`config.mk`:
```
export PLATFORM = sky130hd
export DESIGN_NAME = regs_dumper
export DESIGN_NICKNAME = d
export VERILOG_FILES = /design/src/rtl/regs_dumper.sv
export SDC_FILE = /design/constraint.sdc
export NUM_CORES = 1
export LEC_CHECK = 0
export CORE_MARGIN = 10
export CORE_UTILIZATION = 46
export CTS_CLUSTER_SIZE = 12
export DETAILED_ROUTE_END_ITERATION = 7
export GPL_ROUTABILITY_DRIVEN = 0
export HOLD_SLACK_MARGIN = 0.05
export PLACE_DENSITY = 0.77
export SETUP_SLACK_MARGIN = 0.02
export SLEW_MARGIN = 10
export SYNTH_ARGS = -nofsm -noshare
export SYNTH_HDL_FRONTEND = slang
export SYNTH_SLANG_ARGS = --single-unit
```
`constraint.sdc`:
```
create_clock -name clk -period 2 [get_ports clk]
set_clock_uncertainty 0.05 [all_clocks]
set_input_delay 0.3 -clock clk [delete_from_list [all_inputs] [get_ports clk]]
set_output_delay 0.3 -clock clk [all_outputs]
set_load 0.05 [all_outputs]
```
`src/rtl/regs_dumper.sv`:
```
// Register-file debug dumper: walks START_IDX..END_IDX and streams each value as ASCII hex + EOL.
// Optional REGS_DUMP_NAME_EN adds an "xNN " name prefix to every line.
module regs_dumper #(
  parameter int          START_IDX = 0,
  parameter int          END_IDX   = 31,
  parameter bit          UPPERCASE = 1'b1,
  parameter logic [7:0]  EOL_CHAR  = 8'h0A
) (
  input  logic        clk,
  input  logic        rst_n,
  input  logic        start,
  output logic [4:0]  Rd_addr,
  input  logic [31:0] Rd_data,
  output logic [7:0]  tx_data,
  output logic        tx_valid,
  input  logic        tx_ready,
  output logic        busy,
  output logic        done
);

  // state   | meaning
  // IDLE    | waiting for start
  // LATCH   | capture Rd_data for the current index
  // PREFIX  | emit "xNN " (name build only)
  // HEX     | emit 8 hex digits, MSB nibble first
  // EOL     | emit line terminator, advance or finish
  // DONE    | one-cycle done pulse
`ifdef REGS_DUMP_NAME_EN
  typedef enum logic [2:0] {S_IDLE, S_LATCH, S_PREFIX, S_HEX, S_EOL, S_DONE} state_t;
`else
  typedef enum logic [2:0] {S_IDLE, S_LATCH, S_HEX, S_EOL, S_DONE} state_t;
`endif

  localparam logic [4:0] START_L = 5'(START_IDX);
  localparam logic [4:0] END_L   = 5'(END_IDX);
  // 'A'-10 or 'a'-10, so a nibble 10..15 adds straight onto it
  localparam logic [7:0] LETTER_OFS = UPPERCASE ? 8'h37 : 8'h57;

  state_t      r_state, w_state_nxt;
  logic [4:0]  r_idx, w_idx_nxt;
  logic [31:0] r_shift, w_shift_nxt;
  logic [2:0]  r_cnt, w_cnt_nxt;
  logic [3:0]  w_nib;
  logic [7:0]  w_hex;
  logic        w_xfer;

  assign Rd_addr = r_idx;
  assign w_nib   = r_shift[31:28];
  assign w_hex   = (w_nib < 4'd10) ? {4'h3, w_nib} : (LETTER_OFS + {4'h0, w_nib});

`ifdef REGS_DUMP_NAME_EN
  logic [3:0] w_tens, w_ones;
  always_comb begin
    w_tens = 4'd0;
    w_ones = 4'(r_idx);
    if (r_idx >= 5'd30) begin
      w_tens = 4'd3;
      w_ones = 4'(r_idx - 5'd30);
    end else if (r_idx >= 5'd20) begin
      w_tens = 4'd2;
      w_ones = 4'(r_idx - 5'd20);
    end else if (r_idx >= 5'd10) begin
      w_tens = 4'd1;
      w_ones = 4'(r_idx - 5'd10);
    end
  end
`endif

  always_ff @(posedge clk or negedge rst_n) begin
    if (!rst_n) begin
      r_state <= S_IDLE;
      r_idx   <= 5'd0;
      r_shift <= 32'd0;
      r_cnt   <= 3'd0;
    end else begin
      r_state <= w_state_nxt;
      r_idx   <= w_idx_nxt;
      r_shift <= w_shift_nxt;
      r_cnt   <= w_cnt_nxt;
    end
  end

  always_comb begin
    w_state_nxt = r_state;
    w_idx_nxt   = r_idx;
    w_shift_nxt = r_shift;
    w_cnt_nxt   = r_cnt;
    tx_data     = 8'h00;
    tx_valid    = 1'b0;
    busy        = 1'b1;
    done        = 1'b0;
    w_xfer      = 1'b0;
    case (r_state)
      S_IDLE: begin
        busy = 1'b0;
        if (start) begin
          w_state_nxt = S_LATCH;
          w_idx_nxt   = START_L;
        end
      end
      S_LATCH: begin
        w_shift_nxt = Rd_data;
        w_cnt_nxt   = 3'd0;
`ifdef REGS_DUMP_NAME_EN
        w_state_nxt = S_PREFIX;
`else
        w_state_nxt = S_HEX;
`endif
      end
`ifdef REGS_DUMP_NAME_EN
      S_PREFIX: begin
        tx_valid = 1'b1;
        w_xfer   = tx_ready;
        case (r_cnt[1:0])
          2'd0:    tx_data = 8'h78;
          2'd1:    tx_data = {4'h3, w_tens};
          2'd2:    tx_data = {4'h3, w_ones};
          default: tx_data = 8'h20;
        endcase
        if (w_xfer) begin
          if (r_cnt[1:0] == 2'd3) begin
            w_cnt_nxt   = 3'd0;
            w_state_nxt = S_HEX;
          end else begin
            w_cnt_nxt = r_cnt + 3'd1;
          end
        end
      end
`endif
      S_HEX: begin
        tx_valid = 1'b1;
        tx_data  = w_hex;
        w_xfer   = tx_ready;
        if (w_xfer) begin
          w_shift_nxt = {r_shift[27:0], 4'h0};
          w_cnt_nxt   = r_cnt + 3'd1;
          if (r_cnt == 3'd7) w_state_nxt = S_EOL;
        end
      end
      S_EOL: begin
        tx_valid = 1'b1;
        tx_data  = EOL_CHAR;
        w_xfer   = tx_ready;
        if (w_xfer) begin
          if (r_idx == END_L) begin
            w_state_nxt = S_DONE;
          end else begin
            w_idx_nxt   = r_idx + 5'd1;
            w_state_nxt = S_LATCH;
          end
        end
      end
      S_DONE: begin
        busy        = 1'b0;
        done        = 1'b1;
        w_state_nxt = S_IDLE;
      end
      default: begin
        busy        = 1'b0;
        w_state_nxt = S_IDLE;
      end
    endcase
  end

endmodule

```
==> flow_summary.json, run 1 <==
{
  "achievable_frequency_mhz": 505,
  "run_status": "finished clean",
  "synth_warnings": 0,
  "worst-endpoint-required_ps": 2120,
  "clock_tree_from_tritoncts": "done",
  "synthFlopType": "dfrtp_1",
  "list_of_most_frequent_post_synthesis_cells": "43 x dfrtp_1, 33 x mux2_2, 17 x mux2_4, 6 x mux2i_1, 6 x nor2_1",
  "type_of_origin_of_the_critical_path": "flip-flop",
  "netlist_top_cells_area": "dfrtp_1 43%, mux2_2 15%, mux2_4 10%",
  "setup_failing_eps_final": 0,
  "die-area_sq_um": 8720,
  "hold_viol_final": 0,
  "design.portCount": 52,
  "drt_drc_violations_left": 0,
  "critical_path.slowest_cell": "dfrtp_2",
  "post_synth_num_cell_types": 42,
  "power.leakage_nw": 1.59,
  "placeable_core_area_sq_um": 5170,
  "worst-slew-pin-transition_ps": 504,
  "antennaDiodeCount": 0,
  "clk_transition_reported_paths_ps": 80,
  "timing.slew.headroom": 0.663,
  "post-synth-top-area-fraction": 0.434,
  "syn-cell-area_sq_um": 2480,
  "hold_path_class": "input pin to async pin",
  "number_of_antenna_violations_at_the_first_check_in_global_routing": 0,
  "synth_enable_flop_cells": 0,
  "overflow": 0,
  "die_height_um": 93.4,
  "synthesis.instances": 193,
  "ir_worst_vdd_mv": 1.24,
  "cp_data_arrival_time_ps": 2100,
  "cts.htree.levels": 2,
  "floorplan.die.width_um": 93.4,
  "synth.most_common_cell": "dfrtp_1",
  "critical-path-max-stage-delay_ps": 450,
  "power_mw": 6.06,
  "areaGrowthSynthToFinish_pct": 42.9,
  "dr.pass1.iters": 4,
  "power-per-cell-area_nw_per_um2": 1710,
  "grt_first_pass_wirelength_um": 9580,
  "placement.io_buffers": 50,
  "critical_path.max_fanout": 4,
  "synth_largest_area_cell": "dfrtp_1",
  "pin_count_of_the_biggest_net_entering_global_routing": 44,
  "detailroute.wirelength.met3_um": 474,
  "initial_standard_cell_utilization_of_the_core": 0.479,
  "clock_sink_count": 43,
  "unrepaired_setup_endpoints_after_global_routing": "true",
  "worstSkewPairLatency_ps": 300,
  "synth_seq_area_share": 0.434,
  "synth_fp_nets": 234,
  "dr_wl_met2_um": 2790,
  "viasPerCell": 5.31,
  "timing_max_transition_violations_final": 0,
  "final_min_period_over_clock_period": 0.990,
  "synth.avg_cell_area_sq_um": 12.8,
  "clock_path_buffers": 2,
  "via_count": 1775,
  "cts_inserted_buffers": 5,
  "net_count_of_the_finished_layout": 304,
  "postSynth.asyncResetShare": 1.00,
  "drt-met1-wl_um": 2500,
  "route.top_layer_used": "met4",
  "drt-initial-drc-count": 54,
  "drt.antenna.violating_nets": 0,
  "globalRouteTotalUtil": 0.136,
  "finalCriticalPeriod_ps": 1980,
  "sum_of_routed_wire_length_over_all_layers_um": 5810,
  "grt_pass1_vias": 1883,
  "critPathCaptureType": "flip-flop",
  "timing.critical_path.mode_cell": "ha_4",
  "drive_gt1_frac": 0.443,
  "std_cell_rows": 26,
  "cp_cell_sequence": "ha_4 > and3_4 > ha_4 > nand4b_1 > buf_4 > a211oi_1 > o22ai_1",
  "drv.max_cap_violation_count": 0,
  "clock_tree.root_cell": "clkbuf_8",
  "fin_util": 0.684,
  "detailed_place_hpwl_um": 3940,
  "criticalPathCategory": "flip-flop to flip-flop",
  "wl_per_cell_um": 17.4,
  "ys_ff_latch": 43
}
worst max-delay path: cells and delay by family, from the launching register on:
family	cells	cell delay (ps)
DFF	1	450
and+or+nand+nor	2	440
AOI/OAI and AO/OA	2	420
adders and majority gates	2	320
buffers and inverters	1	200
registers in the layout, summed over array words and instances (netlist names):
name,flops
r_cnt,3
r_shift,32
r_state,3
Rd_addr,5
where the power goes:
part | total (mW) | internal, mW | switching, mW
Clock | 0.686 | 0.372 | 0.314
Sequential | 1.56 | 1.26 | 0.299
Combinational | 3.81 | 2.09 | 1.71
Total | 6.06 | 3.73 | 2.33
timing repair:
item,4_1_cts,5_1_grt
endpoints found under the setup margin,4,11
gates resized for setup,11,8
cloned,0,0
hold endpoints to repair,43,0
pin swaps,4,7
setup buffers,8,4
hold buffers,1,0
cells by family (layout without fill, tap and decap cells):
group           after synthesis  in the layout  share of synthesized area
simple gates                 37             37                     0.0980
buf+inv                      17             88                     0.0480
mux                          60             60                      0.295
fa+ha+maj                     5              5                     0.0253
other cells                   1              1                    0.00151
flops                        43             43                      0.434
compound gates               29             29                     0.0939
xor+xnor                      1              1                    0.00354
final timing paths:
check                       startpoint          end  slack, ps  cells past startpoint
setup reg to reg            Rd_addr[1]   Rd_addr[2]         20                      7
min in group clk           r_shift[13]  r_shift[13]        460                      1
max in group asynchronous        rst_n   Rd_addr[1]       1230                      3
hold / removal                   rst_n  r_shift[10]        450                      3
setup / recovery            Rd_addr[1]   Rd_addr[2]         20                      7
hold reg to reg            r_shift[13]  r_shift[13]        460                      1
cells in the final DEF (no fill, tap or decap), types with 2 or more instances in the layout:
cell,instances
a21oi_1,2
ha_4,3
nand4b_1,2
mux2_1,4
mux2_2,30
mux2i_1,6
nand3_1,2
nor2_2,3
o22a_1,4
mux2_4,20
clkdlybuf4s50_1,38
nor2_1,3
dfrtp_1,40
buf_12,13
nand2_2,2
buf_4,18
a21o_1,2
a21oi_4,3
inv_1,3
nand4_1,2
a22o_1,5
ha_1,2
nor2b_1,4
o21a_1,4
a211oi_1,2
inv_2,2
and2_1,4
clkbuf_8,5
dfrtp_2,3
and3_1,4
buf_6,3
per-layer routing:
| layer | global-route usage | vias up |
|---|---|---|
| li1 | - | 838 |
| met1 | 0.165 | 880 |
| met2 | 0.213 | 51 |
| met3 | 0.0616 | 6 |
| met4 | 0.0321 | 0 |
| met5 | 0 | - |
metrics by stage:
| stage | instances | instance area, sq um | setup slack (ps) | hold WS [ps] | setup TNS (ps) |
|---|---|---|---|---|---|
| 2_1_floorplan | 193 | 2550 | -6.90 | -45.6 | -13.8 |
| 3_3_place_gp | 313 | 3260 | 97.8 | 245 | 0 |
| 3_5_place_dp | 313 | 3260 | 67.5 | 247 | 0 |
| 4_1_cts | 330 | 3480 | -39.4 | 459 | -39.4 |
| 5_1_grt | 334 | 3540 | -57.8 | 474 | -154 |
| 6_report | 334 | 3540 | 20.4 | 450 | 0 |
area by class of cell:
class	count	area, sq um
fillers	380	1630
flip-flops and latches	43	1080
repair buffers	75	837
well taps	70	87.6
clock buffers	5	68.8
multi-input cells	133	1400
clock inverters	3	43.8
inverters	5	18.8
Power figures use the tool's default switching activity.
==> run 2, diff against run 1 <==
Settings changed: REMOVE_ABC_BUFFERS set to 1.
==> run 2 against run 1 <==
Critical endpoint is now tx_data[2]. Routed wire length fell by 3.3%. Die area did not move. Largest power group unchanged. Combinational power fell by 1%. Fmax fell by 0.44%.
==> flow_summary.json, run 2 (synthesis gave the netlist of run 1 again) <==
{
  "run_status": "finished clean",
  "power-per-cell-area_nw_per_um2": 1670,
  "detailed_place_hpwl_um": 4030,
  "globalRouteTotalUtil": 0.131,
  "type_of_origin_of_the_critical_path": "flip-flop",
  "drive_gt1_frac": 0.431,
  "clk_transition_reported_paths_ps": 80,
  "timing.slew.headroom": 0.642,
  "criticalPathCategory": "flip-flop to output port",
  "power.leakage_nw": 1.57,
  "sum_of_routed_wire_length_over_all_layers_um": 5620,
  "power_mw": 5.82,
  "clock_tree.root_cell": "clkbuf_8",
  "clock_tree_from_tritoncts": "done",
  "largest_register_ff_count": 32,
  "commonest_cells_after_routing_fill_and_taps_aside": "40 x dfrtp_1, 38 x clkdlybuf4s50_1, 30 x mux2_2",
  "die-area_sq_um": 8720,
  "floorplan.die.width_um": 93.4,
  "placed_cells": 319,
  "die_height_um": 93.4,
  "worstSkewPairLatency_ps": 290,
  "drt_drc_violations_left": 0,
  "placeable_core_area_sq_um": 5170,
  "clock_path_buffers": 2,
  "drt-initial-drc-count": 55,
  "clock_sink_count": 43,
  "grt_first_pass_wirelength_um": 9260,
  "holdWs_ps": 458,
  "viasPerCell": 5.14,
  "fin_util": 0.675,
  "critical_path.max_fanout": 3,
  "setup_failing_eps_final": 0,
  "final_min_period_over_clock_period": 0.994,
  "hold_path_class": "flip-flop to flip-flop",
  "mostFrequentLayoutCell": "dfrtp_1",
  "wl_per_cell_um": 16.7,
  "nFillCells": 384,
  "areaGrowthSynthToFinish_pct": 40.9,
  "initial_standard_cell_utilization_of_the_core": 0.479,
  "net_count_of_the_finished_layout": 307,
  "grt_pass1_vias": 1852,
  "finalCriticalPeriod_ps": 1990,
  "achievable_frequency_mhz": 503,
  "antennaDiodeCount": 0,
  "drv.max_cap_violation_count": 0,
  "number_of_antenna_violations_at_the_first_check_in_global_routing": 0,
  "cts_inserted_buffers": 5,
  "drt.antenna.violating_nets": 0,
  "pin_count_of_the_biggest_net_entering_global_routing": 24,
  "placement.io_buffers": 50,
  "hold_viol_final": 0,
  "timing_max_transition_violations_final": 0,
  "worst-endpoint-required_ps": 1650,
  "post_layout_nonfiller_instances": 337,
  "overflow": 0,
  "design.portCount": 52,
  "ir_worst_vdd_mv": 1.85,
  "worst-slew-pin-transition_ps": 538,
  "registers.top_by_ff_count": "r_shift",
  "via_count": 1733,
  "critPathCaptureType": "output port",
  "dr.pass1.iters": 4,
  "unrepaired_setup_endpoints_after_global_routing": "true",
  "cp_data_arrival_time_ps": 1640,
  "std_cell_rows": 26,
  "cts.htree.levels": 2
}
## run 2: layer usage
layer,up-vias,track usage,wire length (um)
met5,-,0,0
met4,0,0.0386,64
met3,5,0.0440,423
met2,42,0.197,2520
met1,839,0.173,2600
li1,847,-,-
## run 2: layout make-up
type | count | area (sq um) | share of cell area
Multi-Input combinational cell | 133 | 1380 | 0.395
Sequential cell | 43 | 1080 | 0.309
Inverter | 5 | 18.8 | 0.00538
Clock inverter | 1 | 5.00 | 0.00143
Clock buffer | 7 | 76.3 | 0.0219
Timing Repair Buffer | 78 | 846 | 0.242
Tap cell | 70 | 87.6 | 0.0251
## run 2: worst paths after layout
kind / slack, ps / depth (start not counted) / from / endpoint
setup / recovery: 10 / 6 / r_shift[29] / tx_data[2]
hold / removal: 460 / 1 / r_shift[22] / r_shift[22]
setup reg to reg: 40 / 6 / Rd_addr[1] / Rd_addr[1]
hold reg to reg: 460 / 1 / r_shift[22] / r_shift[22]
max in group asynchronous: 920 / 3 / rst_n / r_state[0]
min in group asynchronous: 470 / 2 / rst_n / r_shift[10]
## run 2: power by group
group          internal [mW]  switching (mW)
sequential              1.26           0.271
clock                  0.245           0.274
combinational           2.09            1.67
## run 2: critical path, stage by stage (launching register included)
cell and delay (ps):
dfrtp_1 390, inv_2 90, ha_4 140, nand2_2 60
or3_4 350, a21oi_4 160, buf_12 150
## run 2: timing repair
action                                 CTS  global route
setup endpoints to repair                8            10
pin swaps                                2             4
resized for setup                        9            17
buffers inserted                         2             7
endpoints found under the hold margin   22             0
hold buffers                             1             0
## run 2: per-stage QoR
| stage | worst slack, ps | area (sq um) | setup TNS [ps] |
|---|---|---|---|
| after floorplan | -856 | 2380 | -24290 |
| after detailed placement | -5.27 | 3240 | -14.3 |
| final | 11.6 | 3490 | 0 |
| after global routing | -87.9 | 3490 | -122 |
| after global placement | 48.7 | 3240 | 0 |
| after CTS | -16.4 | 3370 | -16.4 |
